===== src/rtl/dma_bus_pkg.sv =====
// Shared types and default constants for the DMA bus arbiter.
package dma_bus_pkg;

  localparam int unsigned DEFAULT_NUM_MASTERS    = 4;
  localparam int unsigned DEFAULT_BEGIN_WINDOW   = 2;
  localparam int unsigned DEFAULT_TIMEOUT_CYCLES = 1024;

  typedef enum logic [2:0] {
    ST_IDLE       = 3'd0,
    ST_GRANT      = 3'd1,
    ST_WAIT_BEGIN = 3'd2,
    ST_BUSY       = 3'd3,
    ST_ABORT      = 3'd4
  } state_t;

endpackage


===== src/rtl/rr_priority_picker.sv =====
// Round-robin winner selection: first requesting index after rr_pointer, wrapping.
module rr_priority_picker #(
  parameter int unsigned NUM_MASTERS = 4
) (
  input  logic [NUM_MASTERS-1:0]         request,
  input  logic [$clog2(NUM_MASTERS)-1:0] rr_pointer,
  output logic [NUM_MASTERS-1:0]         onehot,
  output logic [$clog2(NUM_MASTERS)-1:0] index,
  output logic                           valid
);

  localparam int unsigned IDX_W = $clog2(NUM_MASTERS);

  logic [IDX_W-1:0] cand;

  // Scan from the farthest offset down so the nearest requester wins last.
  always_comb begin
    onehot = '0;
    index  = '0;
    valid  = 1'b0;
    cand   = '0;
    for (int off = int'(NUM_MASTERS); off > 0; off--) begin
      cand = IDX_W'((int'(rr_pointer) + off) % int'(NUM_MASTERS));
      if (request[cand]) begin
        index = cand;
        valid = 1'b1;
      end
    end
    if (valid) begin
      onehot = NUM_MASTERS'(1) << index;
    end
  end

endmodule


===== src/rtl/dma_bus_arbiter.sv =====
// Round-robin shared-bus arbiter with begin window and optional BUSY watchdog.
// Watchdog/abort path enabled by defining DMA_BUS_ARBITER_WATCHDOG_EN.
module dma_bus_arbiter
  import dma_bus_pkg::*;
#(
  parameter int unsigned NUM_MASTERS    = DEFAULT_NUM_MASTERS,
  parameter int unsigned BEGIN_WINDOW   = DEFAULT_BEGIN_WINDOW,
  parameter int unsigned TIMEOUT_CYCLES = DEFAULT_TIMEOUT_CYCLES
) (
  input  logic                           clock,
  input  logic                           reset,
  input  logic [NUM_MASTERS-1:0]         request,
  output logic [NUM_MASTERS-1:0]         grants,
  input  logic                           busIn_begin_transaction,
  input  logic                           busIn_end_transaction,
  input  logic                           busIn_error,
  output logic                           busOut_end_transaction,
  output logic                           busOut_error,
  output logic [$clog2(NUM_MASTERS)-1:0] active_master,
  output logic                           bus_idle
);

  localparam int unsigned IDX_W = $clog2(NUM_MASTERS);
  localparam int unsigned WIN_W = $clog2(BEGIN_WINDOW + 1);

  if (NUM_MASTERS < 2 || NUM_MASTERS > 8 || BEGIN_WINDOW < 1 || TIMEOUT_CYCLES < 1) begin : g_bad_cfg
    $error("dma_bus_arbiter: unsupported parameter combination");
  end

  state_t           state;
  logic [IDX_W-1:0] rr_pointer;
  logic [WIN_W-1:0] win_cnt;

  logic [NUM_MASTERS-1:0] pick_onehot;
  logic [IDX_W-1:0]       pick_index;
  logic                   pick_valid;

  rr_priority_picker #(
    .NUM_MASTERS (NUM_MASTERS)
  ) u_picker (
    .request    (request),
    .rr_pointer (rr_pointer),
    .onehot     (pick_onehot),
    .index      (pick_index),
    .valid      (pick_valid)
  );

`ifdef DMA_BUS_ARBITER_WATCHDOG_EN
  localparam int unsigned WD_W = $clog2(TIMEOUT_CYCLES + 1);
  logic [WD_W-1:0] wd_cnt;
`else
  assign busOut_end_transaction = 1'b0;
  assign busOut_error           = 1'b0;
`endif

  // Every return to IDLE releases ownership and moves rr_pointer to the last owner.
  always_ff @(posedge clock or posedge reset) begin
    if (reset) begin
      state         <= ST_IDLE;
      grants        <= '0;
      active_master <= '0;
      bus_idle      <= 1'b1;
      rr_pointer    <= IDX_W'(NUM_MASTERS - 1);
      win_cnt       <= '0;
`ifdef DMA_BUS_ARBITER_WATCHDOG_EN
      wd_cnt                 <= '0;
      busOut_end_transaction <= 1'b0;
      busOut_error           <= 1'b0;
`endif
    end else begin
      case (state)
        ST_IDLE: begin
          if (pick_valid) begin
            state         <= ST_GRANT;
            grants        <= pick_onehot;
            active_master <= pick_index;
            bus_idle      <= 1'b0;
          end
        end
        ST_GRANT: begin
          state   <= ST_WAIT_BEGIN;
          grants  <= '0;
          win_cnt <= '0;
        end
        ST_WAIT_BEGIN: begin
          if (busIn_error || (busIn_begin_transaction && busIn_end_transaction)) begin
            state         <= ST_IDLE;
            active_master <= '0;
            bus_idle      <= 1'b1;
            rr_pointer    <= active_master;
          end else if (busIn_begin_transaction) begin
            state <= ST_BUSY;
`ifdef DMA_BUS_ARBITER_WATCHDOG_EN
            wd_cnt <= '0;
`endif
          end else if (win_cnt >= WIN_W'(BEGIN_WINDOW - 1)) begin
            state         <= ST_IDLE;
            active_master <= '0;
            bus_idle      <= 1'b1;
            rr_pointer    <= active_master;
          end else begin
            win_cnt <= win_cnt + 1'b1;
          end
        end
        ST_BUSY: begin
          if (busIn_error || busIn_end_transaction) begin
            state         <= ST_IDLE;
            active_master <= '0;
            bus_idle      <= 1'b1;
            rr_pointer    <= active_master;
          end
`ifdef DMA_BUS_ARBITER_WATCHDOG_EN
          else if (wd_cnt >= WD_W'(TIMEOUT_CYCLES - 1)) begin
            state                  <= ST_ABORT;
            busOut_end_transaction <= 1'b1;
            busOut_error           <= 1'b1;
          end else begin
            wd_cnt <= wd_cnt + 1'b1;
          end
`endif
        end
        ST_ABORT: begin
          state         <= ST_IDLE;
          active_master <= '0;
          bus_idle      <= 1'b1;
          rr_pointer    <= active_master;
`ifdef DMA_BUS_ARBITER_WATCHDOG_EN
          busOut_end_transaction <= 1'b0;
          busOut_error           <= 1'b0;
`endif
        end
        default: begin
          state         <= ST_IDLE;
          grants        <= '0;
          active_master <= '0;
          bus_idle      <= 1'b1;
        end
      endcase
    end
  end

endmodule

===== config.mk =====
export PLATFORM = sky130hd
export DESIGN_NAME = dma_bus_arbiter
export DESIGN_NICKNAME = d
export VERILOG_FILES = /design/src/rtl/dma_bus_pkg.sv /design/src/rtl/rr_priority_picker.sv /design/src/rtl/dma_bus_arbiter.sv
export SDC_FILE = /design/constraint.sdc
export NUM_CORES = 1
export LEC_CHECK = 0
export CAP_MARGIN = 15
export CORE_AREA = 2 2 39 41
export CTS_BUF_LIST = sky130_fd_sc_hd__clkbuf_8
export DETAILED_ROUTE_END_ITERATION = 12
export DIE_AREA = 0 0 41 43
export DONT_BUFFER_PORTS = 1
export GPL_TIMING_DRIVEN = 0
export PLACE_DENSITY = 0.72
export SYNTH_ARGS = -nofsm -noshare
export SYNTH_HDL_FRONTEND = slang
export SYNTH_SLANG_ARGS = --single-unit

===== constraint.sdc =====
create_clock -name clock -period 2.7 [get_ports clock]
set_input_delay 0.27 -clock clock [delete_from_list [all_inputs] [get_ports clock]]
set_output_delay 0.27 -clock clock [all_outputs]
set_load 0.05 [all_outputs]

After elaboration in Yosys (flattened, before gate mapping)
Cells that the tools add are included.
W data, S select, Z words.
{"block": "op_classes", "multipliers": 0, "n_lt_le_gt_ge": 5, "div": 0, "n_mux": 45, "reduce_logical": 12, "n_eq_ne": 12, "n_addsub": 5, "shifts": 1, "n_bitwise": 2}
{"cell": "$mux W2", "n": 16}
{"cell": "$mux W3", "n": 5}
{"cell": "$mux W1", "n": 13}
{"cell": "$lt A2 B3 Y1 const B", "n": 4}
{"cell": "$pmux W3 S4", "n": 1}
{"cell": "$ne A2 B2 Y1 const B", "n": 5}
{"cell": "$bmux W1 S2", "n": 4}
{"cell": "$pmux W2 S4", "n": 1}
{"cell": "$pmux W4 S2", "n": 1}
{"cell": "$reduce_and A4 Y1", "n": 2}
{"cell": "$add A2 B1 Y2 const B", "n": 3}
{"cell": "$eq A3 B2 Y1 const B", "n": 2}
{"cell": "$ne A3 B3 Y1 const B", "n": 2}
{"cell": "$pmux W2 S3", "n": 1}
{"cell": "$reduce_and A5 Y1", "n": 1}
{"cell": "$add A2 B2 Y2 const B", "n": 2}
{"cell": "$mux W4", "n": 1}
{"cell": "$ne A4 B4 Y1 const B", "n": 1}
{"cell": "$pmux W1 S4", "n": 1}
{"cell": "$pmux W2 S2", "n": 1}
{"cell": "$shl A1 B2 Y4 const A", "n": 1}
{"cell": "$eq A3 B1 Y1 const B", "n": 1}
{"cell": "$eq A3 B3 Y1 const B", "n": 1}
{"cell": "$logic_not A3 Y1", "n": 1}
{"cell": "other kinds (9)", "n": 11}
{"block": "word_totals", "elab_cells": 88, "reg_bits": 14, "ramBits": 0, "n_memories": 0, "latchBits": 0, "rom_bits": 0, "out_inout_bits": 9}

Longest topological paths before layout
{"block": "depth", "depth_word": 10, "depth_mapped": 6, "ltp_nobuf": 6}

Hierarchy
A second synthesis with hierarchy kept.
{"block": "hier_totals", "hier_cells": 92, "area_unflattened_um2": 855.8}
{"mod": "dma_bus_arbiter", "seq_area_each_um2": 329.1, "cells_each": 64, "area_per_inst_um2": 678.2, "instances": 1}
{"mod": "rr_priority_picker", "seq_area_each_um2": 0.0, "cells_each": 28, "area_per_inst_um2": 177.7, "instances": 1}

Worst setup path before layout
No wires, ideal clock.
{"block": "synth_path", "path_type": "flip-flop to flip-flop", "from": "register win_cnt[0]", "to": "register win_cnt[1]", "setup_slack_ns": 1.363, "path_stages_with_launch": 6, "path_buffers": 0, "arrival_ns": 1.216, "cell_sequence": "dfrtp_1 -> inv_1 -> ha_1 -> nor3b_1 -> a21oi_1 -> a22o_1"}
{"block": "synth_via", "elab_chain_cells": 5, "elab_cells_between_ends": 8}
{"element": "start: declaration", "line_no": "dma_bus_arbiter.sv:32", "text": "logic [WIN_W-1:0] win_cnt;"}
{"element": "start signal: assignment", "line_no": "dma_bus_arbiter.sv:102", "text": "win_cnt <= win_cnt + 1'b1;"}
{"element": "$add A2 B1 Y2", "line_no": "dma_bus_arbiter.sv:102"}
{"element": "$mux W2", "line_no": "dma_bus_arbiter.sv:96", "text": "end else if (win_cnt >= WIN_W'(BEGIN_WINDOW - 1)) begin"}
{"element": "$mux W2", "line_no": "dma_bus_arbiter.sv:91", "text": "end else if (busIn_begin_transaction) begin"}
{"element": "$mux W2", "line_no": "dma_bus_arbiter.sv:86", "text": "if (busIn_error || (busIn_begin_transaction && busIn_end_transaction)) begin"}
{"element": "$pmux W2 S2", "line_no": "dma_bus_arbiter.sv:71", "text": "case (state)"}
Parallel ways exist; a longest one is shown, timed or not. The select of a mux whose other input is x is not followed.
A chain may end at the register's enable or synchronous reset.

Worst setup path in the final report
Same ends and word-level chain as after synthesis.

==> out/metrics.cfg <==
[outcome]
status = completed

[detailed_routing]
vias = 553
viasPerCell = 5.701
ant_nets = 0
wl_per_cell_um = 14.28
firstDrtPassIters = 4
post-route-drc-count = 0
drtIter0Drc = 10
totalWireLength_um = 1385

[timing]
fin_skew_ps = 2.192
holdWs_ps = 139.8
worstMarginPinSlew_ps = 514.7
max_freq_mhz = 664.6
finalCritPeriodShare = 0.5573
slew_headroom = 0.6569
period_needed_ps = 1505
grt_setup_unrepaired = no
final-hold-violation-count = 0
setup_violations = 0
setup_tns_ps = 0
maxSlewViolCount = 0

[pwr]
finalPower_uw = 1017
leakagePower_uw = 0.0003722
ir_drop_v = 0.0005721
power.density_nw_per_um2 = 1230

[clocking]
clkTransAtPathRegs_ps = 50
cts_root_buffer = clkbuf_8
cts_sinks = 13
htreeDepth = 1
numCtsBuffers = 3
clk_path_buf_depth = 2
cts_tree = yes
worstSkewPairLatency_ps = 240

[grt]
grt_pass1_wl_um = 2428
first_global_vias = 560
antenna_found_initial = 0
grt_util_all_layers = 0.2063
grt_max_degree = 14
overflow = 0

[synth]
yosys.cell_types.count = 31
yosysSeqAreaShare = 0.4398
netlist_instances = 75
syn_avg_cell_area_um2 = 9.976
ys_warn_count = 0
synth_area_um2 = 748.2
synth_seq_cells = 13

[cells_and_area]
final_util = 0.5976
final_common_cell = dfrtp_1
n_antenna_cell = 0
finalInstanceArea_um2 = 827.0
most-common-layout-cells = dfrtp_1 (10), nand2_1 (8), o21ai_0 (6), inv_1 (5), a22o_1 (5)
layout-drive-gt1-share = 0.2346
final_nets = 92
area_delta_synth_final_pct = 10.54

[critical_path]
reg2reg_depth = 5
crit_fanout = 3
crit_required_ps = 2830
worstReg2RegStart = win_cnt[0]
crit_family = compound AO/OA/AOI/OAI gates
critPathLaunchType = register
crit_type = reg2reg
critPathBufInv = 1
r2r-end = win_cnt[1]
critical-path-max-stage-delay_ps = 380
slowest_stage = dfrtp_1
end_kind = register
critPathArrivalTime_ps = 1630
reg2reg_slack_ps = 1200
path_cells = inv_1 > ha_1 > nor3b_1 > a21oi_1 > a22o_1

[min_path]
min_path_cells = 1
min_path_type = in2reg
min_to = state[0]
worstHoldStart = busIn_end_transaction

[placed_design]
dp_hpwl_um = 1076
place_area_um2 = 772.0
port_buffers = 0
place_congestion = 0.6891

[floorplan]
die_h_um = 43
start_util = 0.5407
die_area_um2 = 1763
core_area_um2 = 1384
boundaryPins = 18
die_w_um = 41
row_count = 14

[flow_run]
cap_violations = 0

## cell type report
class	count	area, um^2
plain buffers	4	25.02
clock buffers	3	41.29
clock inverters	1	3.754
fillers	130	556.8
inverters	4	15.01
multi-input cells	55	382.9
flip-flops and latches	13	329.1
well taps	16	20.02
repair buffers	1	10.01
## per-stage QoR
stage | worst slack (ps) | cells
after global routing | 1075 | 97
after floorplan | 1363 | 76
after global placement | 1236 | 92
after detailed placement | 1190 | 92
after CTS | 1192 | 97
final | 1195 | 97
## per-layer routing
layer | track usage | wire length, um | vias up | share of wire
li1 | - | - | 277 | -
met1 | 0.2721 | 608 | 258 | 0.44
met2 | 0.2938 | 699 | 16 | 0.50
met3 | 0.05236 | 56 | 2 | 0.040
met4 | 0.1200 | 21 | 0 | 0.015
met5 | 0 | 0 | - | 0
## how the worst max path moves through the flow
| stage | start | endpoint | slack [ps] | cells past startpoint |
|---|---|---|---|---|
| after floorplan | win_cnt[0] | win_cnt[1] | 1360 | 5 |
| after global placement | win_cnt[0] | win_cnt[1] | 1240 | 5 |
| after detailed placement | win_cnt[0] | win_cnt[1] | 1190 | 5 |
| after CTS | win_cnt[0] | win_cnt[1] | 1190 | 5 |
| after global routing | win_cnt[0] | win_cnt[1] | 1080 | 5 |
| final | win_cnt[0] | win_cnt[1] | 1200 | 5 |
## sequential cells by signal, summed over array words and instances (netlist names)
name / cells
bus_idle: 1
grants: 4
active_master: 2
state: 2
win_cnt: 2
rr_pointer: 2
## cells by family after synthesis
| kind of cell | Yosys count | share of synthesized area |
|---|---|---|
| buffers and inverters | 8 | 0.05350 |
| muxes | 3 | 0.04348 |
| other | 1 | 0.005012 |
| DFF | 13 | 0.4398 |
| AOI/OAI and AO/OA | 25 | 0.2458 |
| adders and majority gates | 1 | 0.01672 |
| and+or+nand+nor | 24 | 0.1957 |
## Yosys cell counts
cell type,instances,share of area
dfrtp_1,10,0.33
nand2_1,8,0.040
o21ai_0,6,0.040
a22o_1,5,0.059
inv_1,4,0.020
dfstp_2,3,0.11
nand2b_1,3,0.025
nor2_1,3,0.015
a21o_1,2,0.020
a21o_2,2,0.023
a21oi_1,2,0.013
buf_2,2,0.013
buf_4,2,0.020
mux2_2,2,0.030
nor2b_1,2,0.017
nor3b_1,2,0.020
o21ai_1,2,0.013
o31ai_1,2,0.020
a22oi_1,1,0.010
a31oi_2,1,0.017
and2_4,1,0.012
conb_1,1,0.0050
ha_1,1,0.017
mux2i_1,1,0.013
nand3_1,1,0.0067
nand3b_1,1,0.010
nor3_2,1,0.013
nor4_4,1,0.028
o21bai_1,1,0.010
o221ai_2,1,0.020
or3_1,1,0.0084
## worst reg2reg max path: stages (launching register included)
cell	delay (ps)
dfrtp_1	380
inv_1	90
ha_1	190
nor3b_1	340
a21oi_1	160
a22o_1	240
## power by group
group	total [uW]	switching (uW)	internal (uW)
Clock	168	67.3	100
Sequential	508	218	289
Combinational	342	180	162
## timing repair
action / in CTS / in global routing
hold endpoints to repair: 10 / 0
buffers inserted: 0 / 0
gates resized for setup: 0 / 0
hold buffers: 1 / 0
No activity file was read; power rests on OpenSTA's default activity.
